## config.mk

```make
export PLATFORM = sky130hd
export DESIGN_NAME = kan_tda_result_aggregator
export DESIGN_NICKNAME = d
export VERILOG_FILES = /design/src/rtl/kan_tda_result_aggregator.sv
export SDC_FILE = /design/constraint.sdc
export NUM_CORES = 1
export LEC_CHECK = 0
export CAP_MARGIN = 20
export CORE_AREA = 2 2 438 440
export DETAILED_ROUTE_END_ITERATION = 10
export DIE_AREA = 0 0 440 442
export PLACE_DENSITY = 0.44
export SLEW_MARGIN = 25
export SYNTH_ARGS = -nofsm -noshare
export SYNTH_HDL_FRONTEND = slang
export SYNTH_SLANG_ARGS = --single-unit
```

## constraint.sdc

```tcl
create_clock -name clk -period 16.9 [get_ports clk]
set_clock_uncertainty 0.15 [all_clocks]
set_input_delay 3.38 -clock clk [delete_from_list [all_inputs] [get_ports clk]]
set_output_delay 3.38 -clock clk [all_outputs]
set_load 0.02 [all_outputs]
```

## src/rtl/kan_tda_result_aggregator.sv

```systemverilog
// Collects fixed-size result blocks from KAN/TDA producer channels in round-robin order
// and streams them word by word, tagged with the source channel, through an output FIFO.
module kan_tda_result_aggregator #(
  parameter int NUM_CH       = 16,
  parameter int DATA_WIDTH   = 16,
  parameter int WORDS_PER_CH = 4,
  parameter int FIFO_DEPTH   = 16,
  parameter int THERM_HI     = 200,
  parameter int THERM_LO     = 180
) (
  input  logic                                       clk,
  input  logic                                       rst_n,
  input  logic                                       enable,
  input  logic [NUM_CH-1:0]                          ch_mask,
  input  logic [NUM_CH-1:0]                          ch_valid,
  input  logic [NUM_CH*WORDS_PER_CH*DATA_WIDTH-1:0]  ch_data,
  output logic [NUM_CH-1:0]                          ch_ready,
  output logic                                       out_valid,
  output logic [DATA_WIDTH-1:0]                      out_data,
  output logic [$clog2(NUM_CH)-1:0]                  out_ch_id,
  input  logic                                       out_ready,
  output logic [$clog2(FIFO_DEPTH):0]                fifo_level,
  output logic                                       busy,
  output logic                                       sweep_done,
  output logic                                       sweep_abort,
  output logic [7:0]                                 thermal_level,
  output logic                                       thermal_alarm
);

  localparam int CH_W  = $clog2(NUM_CH);
  localparam int WI_W  = (WORDS_PER_CH > 1) ? $clog2(WORDS_PER_CH) : 1;
  localparam int PTR_W = $clog2(FIFO_DEPTH);
  localparam int LVL_W = PTR_W + 1;
  localparam logic [CH_W:0]    NCH_L    = (CH_W+1)'(NUM_CH);
  localparam logic [CH_W-1:0]  LAST_CH  = CH_W'(NUM_CH - 1);
  localparam logic [WI_W-1:0]  LAST_WI  = WI_W'(WORDS_PER_CH - 1);
  localparam logic [LVL_W-1:0] FULL_LVL = LVL_W'(FIFO_DEPTH);
  localparam logic [LVL_W-1:0] HALF_LVL = LVL_W'(FIFO_DEPTH / 2);
  localparam logic [7:0]       T_HI     = 8'(THERM_HI);
  localparam logic [7:0]       T_LO     = 8'(THERM_LO);
  localparam logic [7:0]       T_RST    = 8'd150;

  typedef enum logic [1:0] {IDLE, SCAN, XFER, DONE} state_e;
  typedef struct packed {
    logic [CH_W-1:0]       ch;
    logic [DATA_WIDTH-1:0] data;
  } entry_t;

  logic [NUM_CH-1:0][WORDS_PER_CH-1:0][DATA_WIDTH-1:0] ch_words;
  assign ch_words = ch_data;

  state_e                                  state_q, state_d;
  logic [NUM_CH-1:0]                       pending_q, pending_d;
  logic [CH_W-1:0]                         rr_ptr_q, rr_ptr_d;
  logic [CH_W-1:0]                         sel_q, sel_d;
  logic [WI_W-1:0]                         widx_q, widx_d;
  logic [WORDS_PER_CH-1:0][DATA_WIDTH-1:0] buf_q, buf_d;
  logic                                    abort_req_q, abort_req_d;
  logic                                    sweep_abort_q, sweep_abort_d;
  logic                                    last_push_q, last_push_d;
  logic [PTR_W-1:0]                        wr_ptr_q, wr_ptr_d, rd_ptr_q, rd_ptr_d;
  logic [LVL_W-1:0]                        level_q, level_d;
  logic [7:0]                              therm_q, therm_d;
  logic                                    alarm_q, alarm_d;
  entry_t                                  mem_q [FIFO_DEPTH];
  entry_t                                  head, push_entry;
  logic                                    push, pop, full, found;
  logic [CH_W:0]                           cand_sum;
  logic [CH_W-1:0]                         cand, pick;

  // Round-robin search starting at rr_ptr, wrapping at NUM_CH (need not be a power of 2).
  always_comb begin
    found    = 1'b0;
    pick     = '0;
    cand_sum = '0;
    cand     = '0;
    for (int i = 0; i < NUM_CH; i++) begin
      cand_sum = {1'b0, rr_ptr_q} + (CH_W+1)'(i);
      if (cand_sum >= NCH_L) cand_sum = cand_sum - NCH_L;
      cand = cand_sum[CH_W-1:0];
      if (!found && pending_q[cand] && ch_valid[cand]) begin
        found = 1'b1;
        pick  = cand;
      end
    end
  end

  always_comb begin
    state_d       = state_q;
    pending_d     = pending_q;
    rr_ptr_d      = rr_ptr_q;
    sel_d         = sel_q;
    widx_d        = widx_q;
    buf_d         = buf_q;
    abort_req_d   = abort_req_q;
    sweep_abort_d = 1'b0;
    ch_ready      = '0;
    push          = 1'b0;
    unique case (state_q)
      IDLE: if (enable && (ch_mask != '0)) begin
        pending_d = ch_mask;
        state_d   = SCAN;
      end
      SCAN: begin
        if (!enable) begin
          state_d       = IDLE;
          sweep_abort_d = 1'b1;
        end else if (found) begin
          ch_ready[pick] = 1'b1;
          buf_d          = ch_words[pick];
          sel_d          = pick;
          widx_d         = '0;
          abort_req_d    = 1'b0;
          state_d        = XFER;
        end
      end
      XFER: begin
        // A dropped enable is remembered; the channel in flight still completes.
        if (!enable) abort_req_d = 1'b1;
        if (!full && (!alarm_q || !last_push_q)) begin
          push = 1'b1;
          if (widx_q == LAST_WI) begin
            pending_d[sel_q] = 1'b0;
            rr_ptr_d         = (sel_q == LAST_CH) ? '0 : sel_q + 1'b1;
            abort_req_d      = 1'b0;
            if (abort_req_q || !enable) begin
              state_d       = IDLE;
              sweep_abort_d = 1'b1;
            end else if (pending_d == '0) begin
              state_d = DONE;
            end else begin
              state_d = SCAN;
            end
          end else begin
            widx_d = widx_q + 1'b1;
          end
        end
      end
      DONE: state_d = IDLE;
      default: state_d = IDLE;
    endcase
  end

  // Full is judged on the registered level, so a same-cycle pop never frees a slot early.
  always_comb begin
    full        = (level_q == FULL_LVL);
    pop         = out_valid && out_ready;
    push_entry  = '{ch: sel_q, data: buf_q[widx_q]};
    wr_ptr_d    = push ? wr_ptr_q + 1'b1 : wr_ptr_q;
    rd_ptr_d    = pop ? rd_ptr_q + 1'b1 : rd_ptr_q;
    level_d     = level_q;
    if (push && !pop) level_d = level_q + 1'b1;
    else if (!push && pop) level_d = level_q - 1'b1;
    last_push_d = push;
  end

  always_comb begin
    therm_d = therm_q;
    if ((state_q != IDLE) && (level_q >= HALF_LVL)) begin
      if (therm_q != 8'hFF) therm_d = therm_q + 1'b1;
    end else if (state_q == IDLE) begin
      if (therm_q != 8'h00) therm_d = therm_q - 1'b1;
    end
    alarm_d = alarm_q;
    if (therm_q >= T_HI) alarm_d = 1'b1;
    else if (therm_q < T_LO) alarm_d = 1'b0;
  end

  always_ff @(posedge clk or negedge rst_n) begin
    if (!rst_n) begin
      state_q       <= IDLE;
      pending_q     <= '0;
      rr_ptr_q      <= '0;
      sel_q         <= '0;
      widx_q        <= '0;
      buf_q         <= '0;
      abort_req_q   <= 1'b0;
      sweep_abort_q <= 1'b0;
      last_push_q   <= 1'b0;
      wr_ptr_q      <= '0;
      rd_ptr_q      <= '0;
      level_q       <= '0;
      therm_q       <= T_RST;
      alarm_q       <= 1'b0;
    end else begin
      state_q       <= state_d;
      pending_q     <= pending_d;
      rr_ptr_q      <= rr_ptr_d;
      sel_q         <= sel_d;
      widx_q        <= widx_d;
      buf_q         <= buf_d;
      abort_req_q   <= abort_req_d;
      sweep_abort_q <= sweep_abort_d;
      last_push_q   <= last_push_d;
      wr_ptr_q      <= wr_ptr_d;
      rd_ptr_q      <= rd_ptr_d;
      level_q       <= level_d;
      therm_q       <= therm_d;
      alarm_q       <= alarm_d;
    end
  end

  always_ff @(posedge clk) begin
    if (push) mem_q[wr_ptr_q] <= push_entry;
  end

  assign head          = mem_q[rd_ptr_q];
  assign out_valid     = (level_q != '0);
  assign out_data      = out_valid ? head.data : '0;
  assign out_ch_id     = out_valid ? head.ch : '0;
  assign fifo_level    = level_q;
  assign busy          = (state_q != IDLE);
  assign sweep_done    = (state_q == DONE);
  assign sweep_abort   = sweep_abort_q;
  assign thermal_level = therm_q;
  assign thermal_alarm = alarm_q;

endmodule

```

==> impl_metrics.py <==
metrics = {
    "cells_and_area": {
        "area_growth_pct": 46.5,
        "drive_gt1_share_pct": 9.81,
        "stdcell_area_sq_mm": 0.0477,
        "layout.nets": 5011,
        "fillerInstances": 20300,
    },
    "pwr": {
        "p_per_area_mw_per_mm2": 205,
        "leakagePower_uw": 0.0155,
        "irDropWorstVdd_uv": 148,
    },
    "timing": {
        "period_share_pct": 75.6,
        "drv_slew": 0,
        "hold_slack_ns": 0.368,
        "finalHoldViolCount": 0,
        "worst_slack_ns": 4.12,
        "period_needed_ns": 12.78,
        "clock.fmax_mhz": 78.2,
        "worst_pin_slew_ns": 1.07,
        "setup_viol": 0,
        "rsz0062_at_grt": "false",
        "max_slew_margin_pct": 28.4,
        "tns_ns": 0,
    },
    "yosys": {
        "ys_ff_latch": 437,
        "synth_enable_flop_cells": 320,
        "syn_nets": 4118,
        "synth.area.top_cells": "edfxtp_1 30%, mux4_2 9.1%, dfrtp_1 8.7%",
        "synthTopCellsByCount": "320 x edfxtp_1, 285 x nand2_1, 212 x o21a_1, 197 x a211oi_1, 195 x clkbuf_1",
        "synth-simple-area-share_pct": 12.0,
        "synth_most_common_cell": "edfxtp_1",
        "synth_top_family_by_area": "compound AO/OA/AOI/OAI gates",
        "synth_cell_type_count": 99,
        "yosysTopAreaCell": "edfxtp_1",
        "synth_compound_area_share_pct": 28.5,
        "synth_ff_type": "edfxtp_1",
        "syn_inst": 3025,
        "synth_top_area_share_pct": 29.5,
        "synthMuxAreaShare_pct": 13.9,
        "synth_fa_ha_area_share_pct": 1.31,
        "synth-xor-area-share_pct": 0.911,
        "synth-async-reset-ratio_pct": 26.8,
        "yosysSeqAreaShare_pct": 38.5,
        "netlist_area_sq_mm": 0.0325,
        "yosysWarningCount": 0,
        "avgSynthCellArea_sq_um": 10.8,
    },
    "critical_path": {
        "critPathBufInv": 2,
        "cp_common_cell": "clkdlybuf4s50_1",
        "rrSetupSlack_ns": 7.42,
        "end_kind": "output port",
        "crit_type": "input port to output port",
        "worstPathMaxFanout": 23,
        "required_ns": 13.37,
        "slowest_delay_ns": 0.68,
        "cp_cell_sequence": "clkdlybuf4s50_1 > and4b_1 > o41ai_2 > a21oi_1 > nor4_4 > and4_1 > and2_1 > o21ai_4 > a21boi_4 > nand2b_4 > nand2_1 > nor2_1 > clkdlybuf4s50_1",
        "cpMaxStageDelayCell": "o41ai_2",
        "path_delay_family": "simple AND/OR/NAND/NOR gates",
        "cp.arrival_ns": 9.25,
        "startpoint_type": "input port",
    },
    "global_routing": {
        "grt_pass1_wl_mm": 300,
        "overflow": 0,
        "grt_pass1_vias": 32200,
        "antenna_found_initial": 124,
        "grt_start_max_net_pins": 166,
        "grt_use_total_pct": 22.6,
    },
    "clock_network": {
        "path_clk_slew_ns": 0.06,
        "cts_resized": 0,
        "cts.sinks": 437,
        "cts-root-buf": "clkbuf_16",
        "cts_tree": "done",
        "clock_path_buffers": 3,
        "postCtsSetupBuffers": 0,
        "clk_latency_ns": 0.60,
        "holdBufCountCts": 0,
        "numCtsBuffers": 47,
        "h-tree-depth": 2,
    },
    "drt": {
        "dr.pass1.iters": 6,
        "vias": 32300,
        "drc_errors": 0,
        "viasPerCell": 4.97,
        "first_iter_violations": 2969,
        "wl_per_cell_um": 35.3,
        "antenna_left": 0,
        "drt-total-wl_mm": 230,
    },
    "die": {
        "rows": 160,
        "dieArea_sq_mm": 0.194,
        "core_sq_mm": 0.190,
        "io_pins": 1114,
        "start_util_pct": 17.2,
        "fp.dieH_um": 442,
        "die-width_um": 440,
    },
    "placement": {
        "pre_cts_ws_ns": 4.17,
        "postPlaceCellArea_sq_mm": 0.0460,
        "portBuffers": 1113,
        "dp_hpwl_mm": 183,
        "gp_congestion": 0.957,
    },
    "flow_run": {
        "cap_violations": 0,
    },
    "status": {
        "status": "finished, final reports clean",
    },
    "min_path": {
        "hold_class": "register to register",
    },
}
## layout by cell type (no fill, tap or decap), types with 10 or more instances in the layout
| cell | netlist | layout |
|---|---|---|
| nand3_1 | 21 | 21 |
| o31ai_1 | 66 | 63 |
| nor3_1 | 26 | 26 |
| clkdlybuf4s50_1 | 0 | 1112 |
| buf_4 | 10 | 58 |
| o2bb2a_1 | 64 | 64 |
| xnor2_1 | 23 | 23 |
| a21o_1 | 18 | 18 |
| mux4_2 | 132 | 132 |
| o22a_1 | 66 | 66 |
| dfrtp_1 | 113 | 110 |
| o32a_1 | 64 | 64 |
| ha_1 | 31 | 31 |
| inv_1 | 19 | 19 |
| nand2_1 | 285 | 283 |
| nor2_1 | 120 | 119 |
| mux2i_1 | 136 | 135 |
| and2_2 | 0 | 14 |
| o21ai_0 | 97 | 96 |
| edfxtp_1 | 320 | 320 |
| clkbuf_16 | 0 | 49 |
| and2_1 | 42 | 27 |
| a211oi_1 | 197 | 196 |
| mux2_2 | 10 | 10 |
| o22ai_1 | 19 | 19 |
| a41oi_2 | 34 | 34 |
| nand4_1 | 76 | 76 |
| a21oi_1 | 42 | 41 |
| a311o_1 | 64 | 64 |
| a22o_1 | 13 | 13 |
| diode_2 | 0 | 38 |
| nor3b_1 | 114 | 114 |
| o2111ai_1 | 68 | 68 |
| o21a_1 | 212 | 212 |
| a41oi_1 | 30 | 30 |
## cell type report
class,count,area (sq um),share of cell area (%)
clock buffers,57,1260,2.63
inverters,25,97.6,0.205
repair buffers,1176,11700,24.5
flip-flops and latches,437,12500,26.3
clock inverters,28,308,0.645
well taps,2511,3140,6.59
diodes,38,95.1,0.199
multi-input cells,2231,18600,38.9
## metrics by stage
stage                     std cells  total power (uW)  util, %
final                          6503              9760     25.2
after detailed placement       6379              8740     24.3
after global routing           6489             10200     25.1
after global placement         6379              8730     24.3
after floorplan                3025              5640        -
after CTS                      6464              9860     25.1
## registers in the layout, summed over array words and instances, names as in the netlist
signal         cells
abort_req_q        1
buf_q             64
fifo_level         5
last_push_q        1
mem_q            320
pending_q         16
rd_ptr_q           4
rr_ptr_q           4
sel_q              4
state_q            2
sweep_abort        1
thermal_alarm      1
thermal_level      8
widx_q             2
wr_ptr_q           4
## logic make-up after synthesis
logic type,Yosys count
AO/OA/AOI/OAI,1137
AND/OR/NAND/NOR,747
buffers and inverters,357
XOR/XNOR,33
flip-flops,437
multiplexers,281
adder cells (fa/ha/maj),33
## power breakdown
part           internal (uW)  switching [uW]  leakage [uW]
combinational           2390            4480        0.0105
sequential              1500             320       0.00424
clock                    612             458      0.000765
## path summary, 6_finish.rpt
kind / from / endpoint / cells after the start
hold reg to reg: thermal_level[7]$_DFFE_PN1P_ / thermal_level[7]$_DFFE_PN1P_ / 1
setup reg to reg: rr_ptr_q[1]$_DFFE_PN0P_ / buf_q[40]$_DFFE_PN0P_ / 18
min in group asynchronous: rst_n / thermal_level[5]$_DFFE_PN0P_ / 1
max in group asynchronous: rst_n / buf_q[7]$_DFFE_PN0P_ / 2
hold / removal: thermal_level[7]$_DFFE_PN1P_ / thermal_level[7]$_DFFE_PN1P_ / 1
setup / recovery: ch_valid[5] / ch_ready[11] / 13
## layer usage
metal,vias to the layer above,global-route usage (%),wire [um]
met3,342,3.63,11800
met1,16500,28.1,94500
met2,1236,38.9,113000
met5,-,0,412
met4,64,8.31,9330
li1,14100,-,-
Note: power is estimated with default switching activity, not from simulation.
